[config.mk]
export PLATFORM = sky130hd
export DESIGN_NAME = dac_owner_arbiter
export DESIGN_NICKNAME = d
export VERILOG_FILES = /design/src/rtl/dac_arb_pkg.sv /design/src/rtl/dac_arb_guard_cnt.sv /design/src/rtl/dac_owner_arbiter.sv
export SDC_FILE = /design/constraint.sdc
export NUM_CORES = 1
export LEC_CHECK = 0
export CAP_MARGIN = 25
export CORE_UTILIZATION = 45
export DETAILED_ROUTE_END_ITERATION = 6
export GPL_TIMING_DRIVEN = 0
export HOLD_SLACK_MARGIN = 0.06
export PLACE_DENSITY_LB_ADDON = 0.08
export SKIP_CTS_REPAIR_TIMING = 1
export SLEW_MARGIN = 20
export SYNTH_ARGS = -nofsm -noshare
export SYNTH_HDL_FRONTEND = slang
export SYNTH_SLANG_ARGS = --single-unit
[constraint.sdc]
create_clock -name dac_clk_i -period 2.8 [get_ports dac_clk_i]
set_input_delay 0.7 -clock dac_clk_i [delete_from_list [all_inputs] [get_ports dac_clk_i]]
set_output_delay 0.7 -clock dac_clk_i [all_outputs]
set_load 0.1 [all_outputs]
[src/rtl/dac_arb_pkg.sv]
// Shared types and constants for the DAC ownership arbiter.
package dac_arb_pkg;

  typedef enum logic [1:0] {
    IDLE  = 2'd0,
    OWN0  = 2'd1,
    OWN1  = 2'd2,
    GUARD = 2'd3
  } arb_state_e;

  localparam logic [1:0] OWNER_NONE  = 2'd0;
  localparam logic [1:0] OWNER_REQ0  = 2'd1;
  localparam logic [1:0] OWNER_REQ1  = 2'd2;
  localparam logic [1:0] OWNER_GUARD = 2'd3;

  // Two's complement midscale is all zeros; replicate to DATA_WIDTH at use.
  localparam logic MIDSCALE_BIT = 1'b0;

  // One-hot pick; on a tie the requester that did not own last wins.
  function automatic logic [1:0] rr_pick(input logic [1:0] req, input logic last_owner);
    logic [1:0] pick;
    pick = req;
    if (&req) pick = last_owner ? 2'b01 : 2'b10;
    return pick;
  endfunction

endpackage

[src/rtl/dac_arb_guard_cnt.sv]
// Loadable down-counter with terminal-count flag; used for the guard
// interval and for the owner watchdog.
module dac_arb_guard_cnt #(
  parameter int WIDTH = 8
) (
  input  logic             clk_i,
  input  logic             rst_i,
  input  logic             load_i,
  input  logic [WIDTH-1:0] load_val_i,
  input  logic             dec_i,
  output logic             tc_o
);

  logic [WIDTH-1:0] cnt_q, cnt_d;

  always_comb begin
    cnt_d = cnt_q;
    if (load_i)                    cnt_d = load_val_i;
    else if (dec_i && cnt_q != '0) cnt_d = cnt_q - 1'b1;
  end

  always_ff @(posedge clk_i) begin
    if (rst_i) cnt_q <= load_val_i;
    else       cnt_q <= cnt_d;
  end

  assign tc_o = (cnt_q == '0);

endmodule

[src/rtl/dac_owner_arbiter.sv]
// Round-robin owner arbiter for the DAC datapath with a midscale guard gap.
// Optional owner watchdog is built when DAC_ARB_TIMEOUT_EN is defined.
module dac_owner_arbiter
  import dac_arb_pkg::*;
#(
  parameter int DATA_WIDTH     = 14,
  parameter int GUARD_CYCLES   = 8,
  parameter int TIMEOUT_CYCLES = 1024
) (
  input  logic                  dac_clk_i,
  input  logic                  dac_rst_i,
  input  logic [1:0]            req_i,
  output logic [1:0]            gnt_o,
  input  logic [DATA_WIDTH-1:0] s0_dat_a_i,
  input  logic [DATA_WIDTH-1:0] s0_dat_b_i,
  input  logic                  s0_valid_i,
  input  logic [DATA_WIDTH-1:0] s1_dat_a_i,
  input  logic [DATA_WIDTH-1:0] s1_dat_b_i,
  input  logic                  s1_valid_i,
  output logic [DATA_WIDTH-1:0] dac_dat_a_o,
  output logic [DATA_WIDTH-1:0] dac_dat_b_o,
  output logic                  dac_dat_a_en_o,
  output logic                  dac_dat_b_en_o,
  output logic [1:0]            owner_o,
  output logic                  timeout_o
);

  localparam logic [DATA_WIDTH-1:0] MIDSCALE = {DATA_WIDTH{MIDSCALE_BIT}};
  localparam logic [7:0]            G_LOAD   = 8'(GUARD_CYCLES - 1);

  if (GUARD_CYCLES < 1 || GUARD_CYCLES > 255 || TIMEOUT_CYCLES < 1) begin : g_bad_cfg
    $error("dac_owner_arbiter: GUARD_CYCLES must be 1..255 and TIMEOUT_CYCLES >= 1");
  end

  arb_state_e            state_q, state_d;
  logic                  last_q, last_d;
  logic [DATA_WIDTH-1:0] dat_a_q, dat_a_d, dat_b_q, dat_b_d;
  logic                  en_q, en_d, tmo_q, g_first_q, g_first_d;
  logic [1:0]            eff_req, pick;
  logic                  g_tc, tmo;

  // Counter reloads whenever we are outside GUARD, so it starts full on entry.
  dac_arb_guard_cnt #(.WIDTH(8)) u_guard_cnt (
    .clk_i      (dac_clk_i),
    .rst_i      (dac_rst_i),
    .load_i     (state_q != GUARD),
    .load_val_i (G_LOAD),
    .dec_i      (1'b1),
    .tc_o       (g_tc)
  );

`ifdef DAC_ARB_TIMEOUT_EN
  localparam int WW = $clog2(TIMEOUT_CYCLES + 1);
  logic       own_idle, wd_tc;
  logic [1:0] blk_q, blk_d;

  assign own_idle = (state_q == OWN0 && !s0_valid_i) || (state_q == OWN1 && !s1_valid_i);

  dac_arb_guard_cnt #(.WIDTH(WW)) u_wd_cnt (
    .clk_i      (dac_clk_i),
    .rst_i      (dac_rst_i),
    .load_i     (!own_idle),
    .load_val_i (WW'(TIMEOUT_CYCLES - 1)),
    .dec_i      (1'b1),
    .tc_o       (wd_tc)
  );

  assign tmo = own_idle && wd_tc;

  // A revoked requester stays masked until its request is seen low.
  always_comb begin
    blk_d = blk_q;
    if (tmo && state_q == OWN0) blk_d[0] = 1'b1;
    if (tmo && state_q == OWN1) blk_d[1] = 1'b1;
    blk_d = blk_d & req_i;
  end

  always_ff @(posedge dac_clk_i) begin
    if (dac_rst_i) blk_q <= 2'b00;
    else           blk_q <= blk_d;
  end

  assign eff_req = req_i & ~blk_q;
`else
  assign tmo     = 1'b0;
  assign eff_req = req_i;
`endif

  always_ff @(posedge dac_clk_i) begin
    if (dac_rst_i) begin
      state_q <= IDLE;
      last_q  <= 1'b1;
    end else begin
      state_q <= state_d;
      last_q  <= last_d;
    end
  end

  always_comb begin
    state_d = state_q;
    last_d  = last_q;
    pick    = rr_pick(eff_req, last_q);
    case (state_q)
      IDLE: begin
        if (pick[0])      state_d = OWN0;
        else if (pick[1]) state_d = OWN1;
      end
      OWN0: if (!req_i[0] || tmo) begin
        state_d = GUARD;
        last_d  = 1'b0;
      end
      OWN1: if (!req_i[1] || tmo) begin
        state_d = GUARD;
        last_d  = 1'b1;
      end
      default: if (g_tc) begin
        if (pick[0])      state_d = OWN0;
        else if (pick[1]) state_d = OWN1;
        else              state_d = IDLE;
      end
    endcase
  end

  always_comb begin
    dat_a_d   = dat_a_q;
    dat_b_d   = dat_b_q;
    en_d      = 1'b0;
    g_first_d = (state_d == GUARD) && (state_q != GUARD);
    gnt_o     = {state_q == OWN1, state_q == OWN0};
    owner_o   = OWNER_GUARD;
    case (state_q)
      IDLE: owner_o = OWNER_NONE;
      OWN0: begin
        owner_o = OWNER_REQ0;
        if (s0_valid_i) begin
          dat_a_d = s0_dat_a_i;
          dat_b_d = s0_dat_b_i;
          en_d    = 1'b1;
        end
      end
      OWN1: begin
        owner_o = OWNER_REQ1;
        if (s1_valid_i) begin
          dat_a_d = s1_dat_a_i;
          dat_b_d = s1_dat_b_i;
          en_d    = 1'b1;
        end
      end
      default: begin
        dat_a_d = MIDSCALE;
        dat_b_d = MIDSCALE;
        en_d    = g_first_q;
      end
    endcase
  end

  // Enables come out of reset high so the DAC stage loads midscale once.
  always_ff @(posedge dac_clk_i) begin
    if (dac_rst_i) begin
      dat_a_q   <= MIDSCALE;
      dat_b_q   <= MIDSCALE;
      en_q      <= 1'b1;
      tmo_q     <= 1'b0;
      g_first_q <= 1'b0;
    end else begin
      dat_a_q   <= dat_a_d;
      dat_b_q   <= dat_b_d;
      en_q      <= en_d;
      tmo_q     <= tmo;
      g_first_q <= g_first_d;
    end
  end

  assign dac_dat_a_o    = dat_a_q;
  assign dac_dat_b_o    = dat_b_q;
  assign dac_dat_a_en_o = en_q;
  assign dac_dat_b_en_o = en_q;
  assign timeout_o      = tmo_q;

endmodule

[Yosys cells after proc, flatten, opt, wreduce, memory -nomap -nowiden]
Cells that the tools add are included.
W data, S select, Z words.
Operators by class
  divide/modulo/power cells: 0
  multiply operators: 0
  equality and inequality tests: 8
  order comparisons: 0
  add/sub/neg operators: 1
  reductions and logical operators: 9
  muxes and demuxes: 23
  bitwise operators: 1
  shifts and indexed selects: 0
Operators by type and width (number)
  $pmux W14 S3: 2
  $mux W14: 4
  $mux W2: 9
  $pmux W2 S3: 2
  $logic_not A8 Y1: 1
  $reduce_bool A8 Y1: 1
  $sub A8 B1 Y8 const B: 1
  $ne A2 B2 Y1 const B: 3
  $reduce_and A3 Y1: 2
  $eq A2 B2 Y1 const B: 2
  $mux W1: 4
  $ne A2 B1 Y1 const B: 2
  $pmux W1 S3: 1
  $eq A2 B1 Y1 const B: 1
  $logic_not A2 Y1: 1
  $pmux W1 S2: 1
  $reduce_and A2 Y1: 1
  $reduce_bool A2 Y1: 1
  $reduce_or A2 Y1: 1
  $logic_and A1 B1 Y1: 1
  $not A1 Y1: 1
Word-level totals
  memories kept: 0
  input bits: 62
  bits in read-only memories: 0
  latch bits: 0
  bits in writable memories: 0
  logic and storage cells: 49
  bits in registers: 41

[Longest topological paths before layout]
Gate-level depths: netlist of the first run.
  word-level depth: 8
  depth in mapped cells: 9
  gate-level depth less buffers: 6

[Cells and area by module]
A second synthesis of the first run with hierarchy kept.
Unflattened totals
  cell total of the unflattened synthesis: 259
  area, all modules: 2238.4 µm²
By module, submodules not included
  dac_owner_arbiter: area each 1746.7 µm², cells each 210, sequential area each 660.6 µm², instances 1
  dac_arb_guard_cnt: area each 491.7 µm², cells each 49, sequential area each 240.2 µm², instances 1

[Worst setup path after synthesis of the first run]
OpenSTA, ideal clock, no wires.
  kind: reg2out
  start point: register state_q[1]
  end point: output owner_o[0]
  arrival: 1.971 ns
  path slack: 0.129 ns
  cell stages (with the launch flop): 5
  cell sequence: dfxtp_1 inv_1 ha_1 buf_2 or2_2
On the way
  word-level cells in the longest chain between the ends: 2
  elaborated cells between the ends (all ways): 4
  classes of those cells: 2 x eq/ne; 1 x mux; 1 x reduce/logical
Ends and longest elaborated chain
  start, declared: line dac_owner_arbiter.sv:35  | arb_state_e state_q, state_d;
  start signal, assigned: line dac_owner_arbiter.sv:94  | state_q <= state_d;
  $eq A2 B1 Y1
  via gnt_o[0]: line dac_owner_arbiter.sv:13  | output logic [1:0] gnt_o,
  $pmux W2 S3: line dac_owner_arbiter.sv:131  | case (state_q)
  end, declared: line dac_owner_arbiter.sv:24  | output logic [1:0] owner_o,
The timed path passes the listed nets, and every way through them passes these cells.

[Final worst setup path of the first run]
  start point: register state_q[0]
  end point: output gnt_o[1]
On the way
  word-level cells in the longest chain between the ends: 1
Ends and longest elaborated chain
  $eq A2 B2 Y1: line dac_owner_arbiter.sv:129  | gnt_o = {state_q == OWN1, state_q == OWN0};
  end, declared: line dac_owner_arbiter.sv:13
No other way between the ends.

==> results of run 1 <==
[layout make-up]
cell class / instances / area (sq um) / area share [%]
multi-input combinational: 182 / 1160 / 36.1
timing repair buffer: 94 / 936 / 29.1
inverter: 6 / 22.5 / 0.700
clock buffer: 5 / 68.8 / 2.14
buffer: 22 / 126 / 3.93
sequential: 41 / 821 / 25.5
tap: 52 / 65.1 / 2.02
clock inverter: 3 / 17.5 / 0.545
[state kept, by name, summed over array words and instances, names as in the netlist]
name               flops
state_q                2
u_guard_cnt.cnt_q      8
last_q                 1
dac_dat_a_en_o         1
dac_dat_b_o           14
dac_dat_a_o           14
g_first_q              1
[worst paths after layout]
kind / start / endpoint
max: state_q[0]$_SDFF_PP0_ / gnt_o[1]
min: g_first_q$_SDFF_PP0_ / dac_dat_a_en_o$_SDFF_PP1_
max reg2reg: state_q[0]$_SDFF_PP0_ / dac_dat_b_o[11]$_SDFFE_PP0P_
min reg2reg: g_first_q$_SDFF_PP0_ / dac_dat_a_en_o$_SDFF_PP1_
[per-stage QoR]
stage / cell area [sq um] / power (uW) / TNS [ns]
after detailed placement: 3140 / 2820 / -0.0962
after floorplan: 2130 / 2310 / 0
after CTS: 3220 / 3200 / -1.06
after global routing: 3220 / 3340 / 0
final: 3220 / 3160 / 0
after global placement: 3140 / 2800 / -0.0758
[cell families after synthesis]
family	after synthesis
flip-flops	41
AND/OR/NAND/NOR	93
buffers and inverters	28
adder cells (fa/ha/maj)	6
AO/OA/AOI/OAI	76
other	1
XOR/XNOR	6
[metal layers]
layer  part of all wire, %  global-route usage, %  wire (um)
met4                  0.65                   5.78         36
met3                   7.0                   4.27        388
met1                    45                   29.8       2530
met2                    47                   39.2       2620
met5                     0                      0          0
[power breakdown]
group | leakage [uW] | internal [uW] | switching (uW)
Clock | 0.0000439 | 172 | 204
Sequential | 0.000332 | 666 | 61.5
Combinational | 0.000837 | 650 | 1410
[placed cells by master, fill, tap and decap left out, types with 3 or more instances in the layout]
cell type         n
clkdlybuf4s50_1  90
buf_6             4
xnor2_1           4
buf_4             3
clkbuf_1         13
a21oi_1          32
nor2_1           10
inv_1             6
clkbuf_8          5
nand3_1          28
dfxtp_1          41
a22o_1           28
ha_1              6
nand2_1          35
nor2b_1           3
o21ai_0           3
==> impl_metrics.json, run 1 <==
{
  "synthMuxAreaShare_pct": 0,
  "fillers": 345,
  "gr-total-overflow": 0,
  "rsz0062_at_grt": "false",
  "start_util_pct": 47.9,
  "htreeDepth": 2,
  "crit_cells": 4,
  "fin_cells": 405,
  "fin_nets": 420,
  "synth-seq-cells": 41,
  "cp.required_ns": 2.10,
  "route.vias.total": 2142,
  "period_share_pct": 96.2,
  "clk_latency_ns": 0.29,
  "synth_fa_ha_area_share_pct": 3.53,
  "ios": 97,
  "die_y_um": 70.8,
  "drive_gt1_share_pct": 9.07,
  "yosys_warnings": 0,
  "dp_hpwl_um": 4080,
  "tightest_slew_ns": 1.00,
  "synth_most_common_cell": "dfxtp_1",
  "ir_drop_uv": 1530,
  "synth_common_cells": "41 x dfxtp_1, 35 x nand2_1, 32 x a21oi_1, 28 x a22o_1, 28 x nand3_1",
  "syn_nets": 319,
  "setup_ws_ns": 0.106,
  "clockRootBuffer": "clkbuf_8",
  "dieWidth_um": 70.8,
  "hold_slack_ns": 0.452,
  "slowest_delay_ns": 0.75,
  "synth_top_area_cell": "dfxtp_1",
  "setup-violations-final": 0,
  "power_leakage_uw": 0.00121,
  "post_synth_xor_area_fraction_pct": 2.47,
  "drc": 18,
  "avgSynthCellArea_sq_um": 8.48,
  "clock-sinks": 41,
  "vias_per_cell": 5.29,
  "path_clk_slew_ns": 0.08,
  "utilization_pct": 72.4,
  "synth-edff-count": 0,
  "routabilityCongestion": 0.793,
  "outcome": "complete, but fails checks",
  "clock_skew_ns": 0.00534,
  "yosys.area_share.simple_pct": 23.3,
  "crit_type": "flip-flop to primary output",
  "ys_types": 44,
  "crit_family": "buffers and inverters",
  "max_slew_margin_pct": 33.0,
  "violations": "design-rule violations",
  "max_freq_mhz": 371,
  "drv_slew": 0,
  "r2r_cells": 8,
  "path_cells": "inv_1 > ha_1 > buf_4 > dlymetal6s2s_1",
  "place_ws_ns": -0.0591,
  "portBuffers": 94,
  "syn_area_sq_um": 2130,
  "arrival_ns": 1.99,
  "synth_top_area_share_pct": 38.5,
  "ys_seq_area_share_pct": 38.5,
  "synthTopCellsByArea": "dfxtp_1 39%, a22o_1 12%, a21oi_1 7.5%",
  "synth_compound_area_share_pct": 25.0,
  "cts_buffers": 5,
  "powerDensity_nw_per_um2": 983,
  "synth_top_family_by_area": "compound AO/OA/AOI/OAI gates",
  "post_drt_wl_per_cell_um": 13.8,
  "synthArstFlopShare_pct": 0,
  "worst_hold_path.num_cells": 1,
  "crit_buf_inv": 3,
  "grt_pass1_wl_um": 9200,
  "cp-start-kind": "flip-flop",
  "worst-path-max-fanout": 7,
  "core_sq_um": 4440,
  "cp_slowest_cell": "dlymetal6s2s_1",
  "dr.pass1.iters": 6,
  "dp.cells": 397,
  "postSynthCellCount": 251,
  "grt_use_total_pct": 22.9,
  "syn2layout_area_growth_pct": 51.1,
  "cap_viol_max_count": 0,
  "dieArea_sq_um": 5010,
  "cts_tree": "yes",
  "diodes": 0,
  "cp-end-kind": "primary output",
  "wl_um": 5570,
  "synthFlopType": "dfxtp_1",
  "fin_crit_ns": 2.69,
  "rrSetupSlack_ns": 0.74,
  "antenna_found_initial": 0,
  "cts.path.max_buffers": 2,
  "grt_pass1_vias": 2008,
  "hold_viol": 0,
  "grt_max_degree": 14,
  "dr.first_iter.drc_count": 123,
  "hold_class": "flip-flop to flip-flop",
  "rows": 24,
  "ant_nets": 0
}
Note: power is estimated with default switching activity, not from simulation.
==> inputs of run 2 (changes only) <==
CORE_UTILIZATION = 40   (was 45)
==> run 2 against run 1 <==
Compared with the run above:
- the run now ends clean
- largest cell class unchanged
- largest power group unchanged
- total power up 1.5%
- maximum frequency barely moved
- clock power increased by 13%
- flip-flop and latch count unchanged
- setup slack gained 0.00072 ns
- first-iteration DRC count is 40% lower
- sequential share of layout area down 0.29 points
- global-route usage is 2.2 points lower
- register-to-register slack lost 0.04 ns
- combinational power hardly changed
- clock-buffer cell count increased by 2
==> impl_metrics.json, run 2 (synthesized netlist as in run 1, its figures left out) <==
{
  "seqCellArea_sq_um": 821,
  "worst-path-max-fanout": 7,
  "dieWidth_um": 75.0,
  "wl_um": 5580,
  "grt.met1_usage_pct": 29.6,
  "portBuffers": 94,
  "clockRootBuffer": "clkbuf_8",
  "r2r_cells": 7,
  "antenna_found_initial": 0,
  "die_y_um": 75.0,
  "routabilityCongestion": 0.775,
  "rows": 26,
  "fin_crit_ns": 2.69,
  "start_util_pct": 41.7,
  "rrSetupSlack_ns": 0.70,
  "crit_type": "flip-flop to primary output",
  "grt_max_degree": 13,
  "fin_nets": 420,
  "drc": 0,
  "setup-violations-final": 0,
  "cp-start-kind": "flip-flop",
  "grt_use_met2_pct": 31.1,
  "grt_pass1_vias": 1823,
  "final_cell_mix": "90 x clkdlybuf4s50_1, 41 x dfxtp_1, 35 x nand2_1",
  "diodes": 0,
  "min_to": "dac_dat_a_en_o$_SDFF_PP1_",
  "arrival_ns": 1.99,
  "fillers": 466,
  "setup_ws_ns": 0.107,
  "syn2layout_area_growth_pct": 52.8,
  "cts_buffers": 5,
  "dp_hpwl_um": 4140,
  "rsz0062_at_grt": "false",
  "r2r_end": "dac_dat_b_o[11]$_SDFFE_PP0P_",
  "cap_viol_max_count": 0,
  "r2r-start": "state_q[0]$_SDFF_PP0_",
  "gr-total-overflow": 0,
  "power_leakage_uw": 0.00122,
  "dr.pass1.iters": 4,
  "tightest_slew_ns": 0.989,
  "grtUsageMet3_pct": 4.82,
  "cts.path.max_buffers": 2,
  "multi_input_area_sq_um": 1160,
  "hold_start": "g_first_q$_SDFF_PP0_",
  "drv_slew": 0,
  "hold_class": "flip-flop to flip-flop",
  "worst_hold_path.num_cells": 1,
  "grt_pass1_wl_um": 8740,
  "max_slew_margin_pct": 33.8,
  "dieArea_sq_um": 5620,
  "htreeDepth": 2,
  "dr.first_iter.drc_count": 74,
  "powerDensity_nw_per_um2": 986,
  "grt_use_total_pct": 20.7,
  "hold_viol": 0,
  "vias_per_cell": 5.10,
  "cts_tree": "yes",
  "clock_skew_ns": 0.00965,
  "cp.required_ns": 2.10,
  "core_sq_um": 5110,
  "clk_latency_ns": 0.29,
  "outcome": "finished, final reports clean",
  "cp-end-kind": "primary output",
  "ir_drop_uv": 1140,
  "ant_nets": 0,
  "max_freq_mhz": 371,
  "period_share_pct": 96.2,
  "path_clk_slew_ns": 0.08,
  "clock-sinks": 41,
  "drive_gt1_share_pct": 9.07,
  "place_ws_ns": -0.0915,
  "ios": 97,
  "hold_slack_ns": 0.451,
  "layout_commonest_cell": "clkdlybuf4s50_1",
  "utilization_pct": 63.7,
  "post_drt_wl_per_cell_um": 13.2,
  "route.vias.total": 2156,
  "top_usage_layer": "met2"
}
## run 2: cell count changes in the layout (fill, tap and decap cells not counted)
cell        before  now
clkbuf_8         5    7
clkinvlp_4       1    0
clkinv_2         2    1
## run 2: worst max path at each step
| stage | startpoint | endpoint | depth (start not counted) |
|---|---|---|---|
| floorplan | state_q[1]$_SDFF_PP0_ | owner_o[0] | 4 |
| global placement | state_q[1]$_SDFF_PP0_ | owner_o[0] | 5 |
| detailed placement | state_q[1]$_SDFF_PP0_ | owner_o[0] | 5 |
| CTS | state_q[1]$_SDFF_PP0_ | owner_o[0] | 5 |
| global route | state_q[0]$_SDFF_PP0_ | gnt_o[1] | 4 |
| finish | state_q[0]$_SDFF_PP0_ | gnt_o[1] | 4 |
## run 2: worst max-delay path: stages (launching register included)
cell            delay (ns)
dfxtp_1               0.40
inv_1                 0.11
ha_1                  0.31
buf_4                 0.16
dlymetal6s2s_1        0.73
## run 2: power by group
part | internal, uW | total (uW) | switching (uW)
combinational | 650 | 2050 | 1400
sequential | 666 | 729 | 63.3
clock | 223 | 424 | 201
## run 2: metrics by stage
step / setup TNS (ns) / cell area (sq um) / instances / power [uW]
after floorplan: 0 / 2130 / 251 / 2310
after global placement: -0.132 / 3160 / 415 / 2820
after detailed placement: -0.151 / 3160 / 415 / 2820
after CTS: -1.16 / 3260 / 423 / 3260
after global routing: 0 / 3250 / 423 / 3430
final: 0 / 3250 / 423 / 3210
## run 2: final cells by class
type	count	area share, %
Tap cell	70	2.69
Sequential cell	41	25.2
Timing Repair Buffer	94	28.8
Inverter	6	0.692
Buffer	22	3.88
Clock buffer	7	2.96
Clock inverter	1	0.154
Multi-Input combinational cell	182	35.6
## run 2: routing by layer
layer	share of wire [%]	vias to the layer above
met5	0	-
met4	1.2	0
met3	7.3	6
met2	44	62
met1	48	1003
li1	-	1085
==> RTL change (flow settings as in run 1) <==
The option `DAC_ARB_TIMEOUT_EN` is turned on by a define.
--- a/src/rtl/dac_owner_arbiter.sv
+++ b/src/rtl/dac_owner_arbiter.sv
@@ -2,2 +2,4 @@
 // Optional owner watchdog is built when DAC_ARB_TIMEOUT_EN is defined.
+`define DAC_ARB_TIMEOUT_EN
+
 module dac_owner_arbiter
Function: no difference found for any inputs over 10 cycles, from zero or initial values and one cycle with dac_rst_i high; that may be too few to reach the edited logic, so the function may still have changed.
==> RTL change against run 1 <==
Sequential cell count rose by 14; final area rose by 22%; worst setup slack worse by 0.0073 ns; die area is 29% higher; clock skew increased by 0.0073 ns; synthesized cell count grew 32%; via count increased by 28%; routed wire length up 28%; sequential share of layout area is 2.8 points higher; synthesized area increased by 30%; power up 0.30%; combinational power decreased by 12%; critical path type unchanged; largest power group unchanged.
==> RTL change: results (changes against run 1) <==
[yosys]
synth_mux_area_frac = 0.0108  ; was 0
synth_commonest_cells = dfxtp_1, nand2_1, a21oi_1, nand3_1, a22o_1  ; was dfxtp_1, nand2_1, a21oi_1, a22o_1, nand3_1
synth_area_per_cell_um2 = 8.35  ; was 8.48 µm²
postSynthCellCount = 332  ; was 251
ys_seq_area_frac = 0.397  ; was 0.385
synth_compound_area_frac = 0.242  ; was 0.250
synth_fp_nets = 403  ; was 319
synth_fa_ha_area_frac = 0.0406  ; was 0.0353
yosys.cell_types.count = 50  ; was 44

[grt]
grt_pass1_vias = 2381  ; was 2008
use_met3 = 0.0455  ; was 0.0427
grt_use_met1 = 0.277  ; was 0.298
grt_pass1_wl_um = 11000  ; was 9200 µm
grt_use_met2 = 0.364  ; was 0.392
grtUsageTotal = 0.216  ; was 0.229
grt_max_degree = 17  ; was 14

[place]
dp.cells = 502  ; was 397
gp_congestion = 0.848  ; was 0.793
dpl.hpwl_um = 5300  ; was 4080 µm
dpl_worst_slack_ns = -0.741  ; was -0.0591 ns
place_area_um2 = 3820  ; was 3140 µm²

[routing]
drt_iter0_markers = 100  ; was 123
postRouteWirelength_um = 7140  ; was 5570 µm
first_pass_iters = 4  ; was 6
wl_per_cell_um = 14.0  ; was 13.8 µm

[pwr]
p_int_w = 0.00159  ; was 0.00149 W
cellLeakagePower_nw = 1.47  ; was 1.21 nW
ir_worst_vdd_uv = 794  ; was 1530 µV

[critical_path]
path_max_fanout = 10  ; was 7

[cells_and_area]
multi_input_area_share = 0.394  ; was 0.361
fill_cells = 540  ; was 345
multiInputCombCellCount = 244  ; was 182
clk_share = 0.0211  ; was 0.0268
nets = 505  ; was 420
drive_gt1_frac = 0.0645  ; was 0.0907
num-nonclk-buffers = 119  ; was 116
buf_share = 0.269  ; was 0.330
nonClockInverterCount = 9  ; was 6
num_antenna_cells = 0  ; unchanged
seq_share = 0.283  ; was 0.255

[run_status]
status = complete, no violations  ; was complete, but fails checks

[timing]
maxSlewHeadroom = 0.323  ; was 0.330
skew_ns = 0.0126  ; was 0.00534 ns

[clock_tree]
clkTransAtPathRegs_ns = 0.10  ; was 0.08 ns
cts.sinks = 55  ; was 41
insertion_delay_ns = 0.31  ; was 0.29 ns

RTL change: cell types whose count changed in the layout (fill, tap and decap cells not counted), sizes merged, moves of 5 or more:
cell	run 1	this run
o21ai	3	8
clkbuf	20	26
nor2	11	18
dfxtp	41	55
nand2	35	43
RTL change: path summary, 6_finish.rpt:
check	start	to	slack (ns)	cells after the start
worst max-delay path	state_q[1]	owner_o[0]	0.1	6
worst min-delay path	g_first_q	dac_dat_a_en_o	0.45	1
worst max register to register	state_q[1]	dac_dat_a_o[8]	0.34	9
worst min register to register	g_first_q	dac_dat_a_en_o	0.45	1
RTL change: cells by family (layout without fill, tap and decap cells):
group	after synthesis	count (layout)
buffers and inverters	33	135
XOR/XNOR	9	9
multiplexers	3	3
adder cells (fa/ha/maj)	9	9
AO/OA/AOI/OAI	94	94
AND/OR/NAND/NOR	129	129
flip-flops	55	55
RTL change: routing by layer:
layer / up-vias / part of all wire
met5: - / 0
met4: 0 / 0.0059
met3: 6 / 0.054
met2: 84 / 0.49
met1: 1258 / 0.45
li1: 1398 / -
RTL change: critical path, cell delays in order (launching register included):
cell and delay (ns):
dfxtp_2 0.39, inv_1 0.11, ha_2 0.19, clkbuf_2 0.19, clkbuf_2 0.24, or2_2 0.30, clkbuf_4 0.28
RTL change: power by group through the flow:
stage / Combinational [W] / Clock, W / Sequential, W
floorplan: 0.000951 / 0 / 0.00134
global placement: 0.00180 / 0 / 0.000942
detailed placement: 0.00181 / 0 / 0.000945
CTS: 0.00181 / 0.000440 / 0.000927
global route: 0.00193 / 0.000471 / 0.000944
finish: 0.00181 / 0.000425 / 0.000931
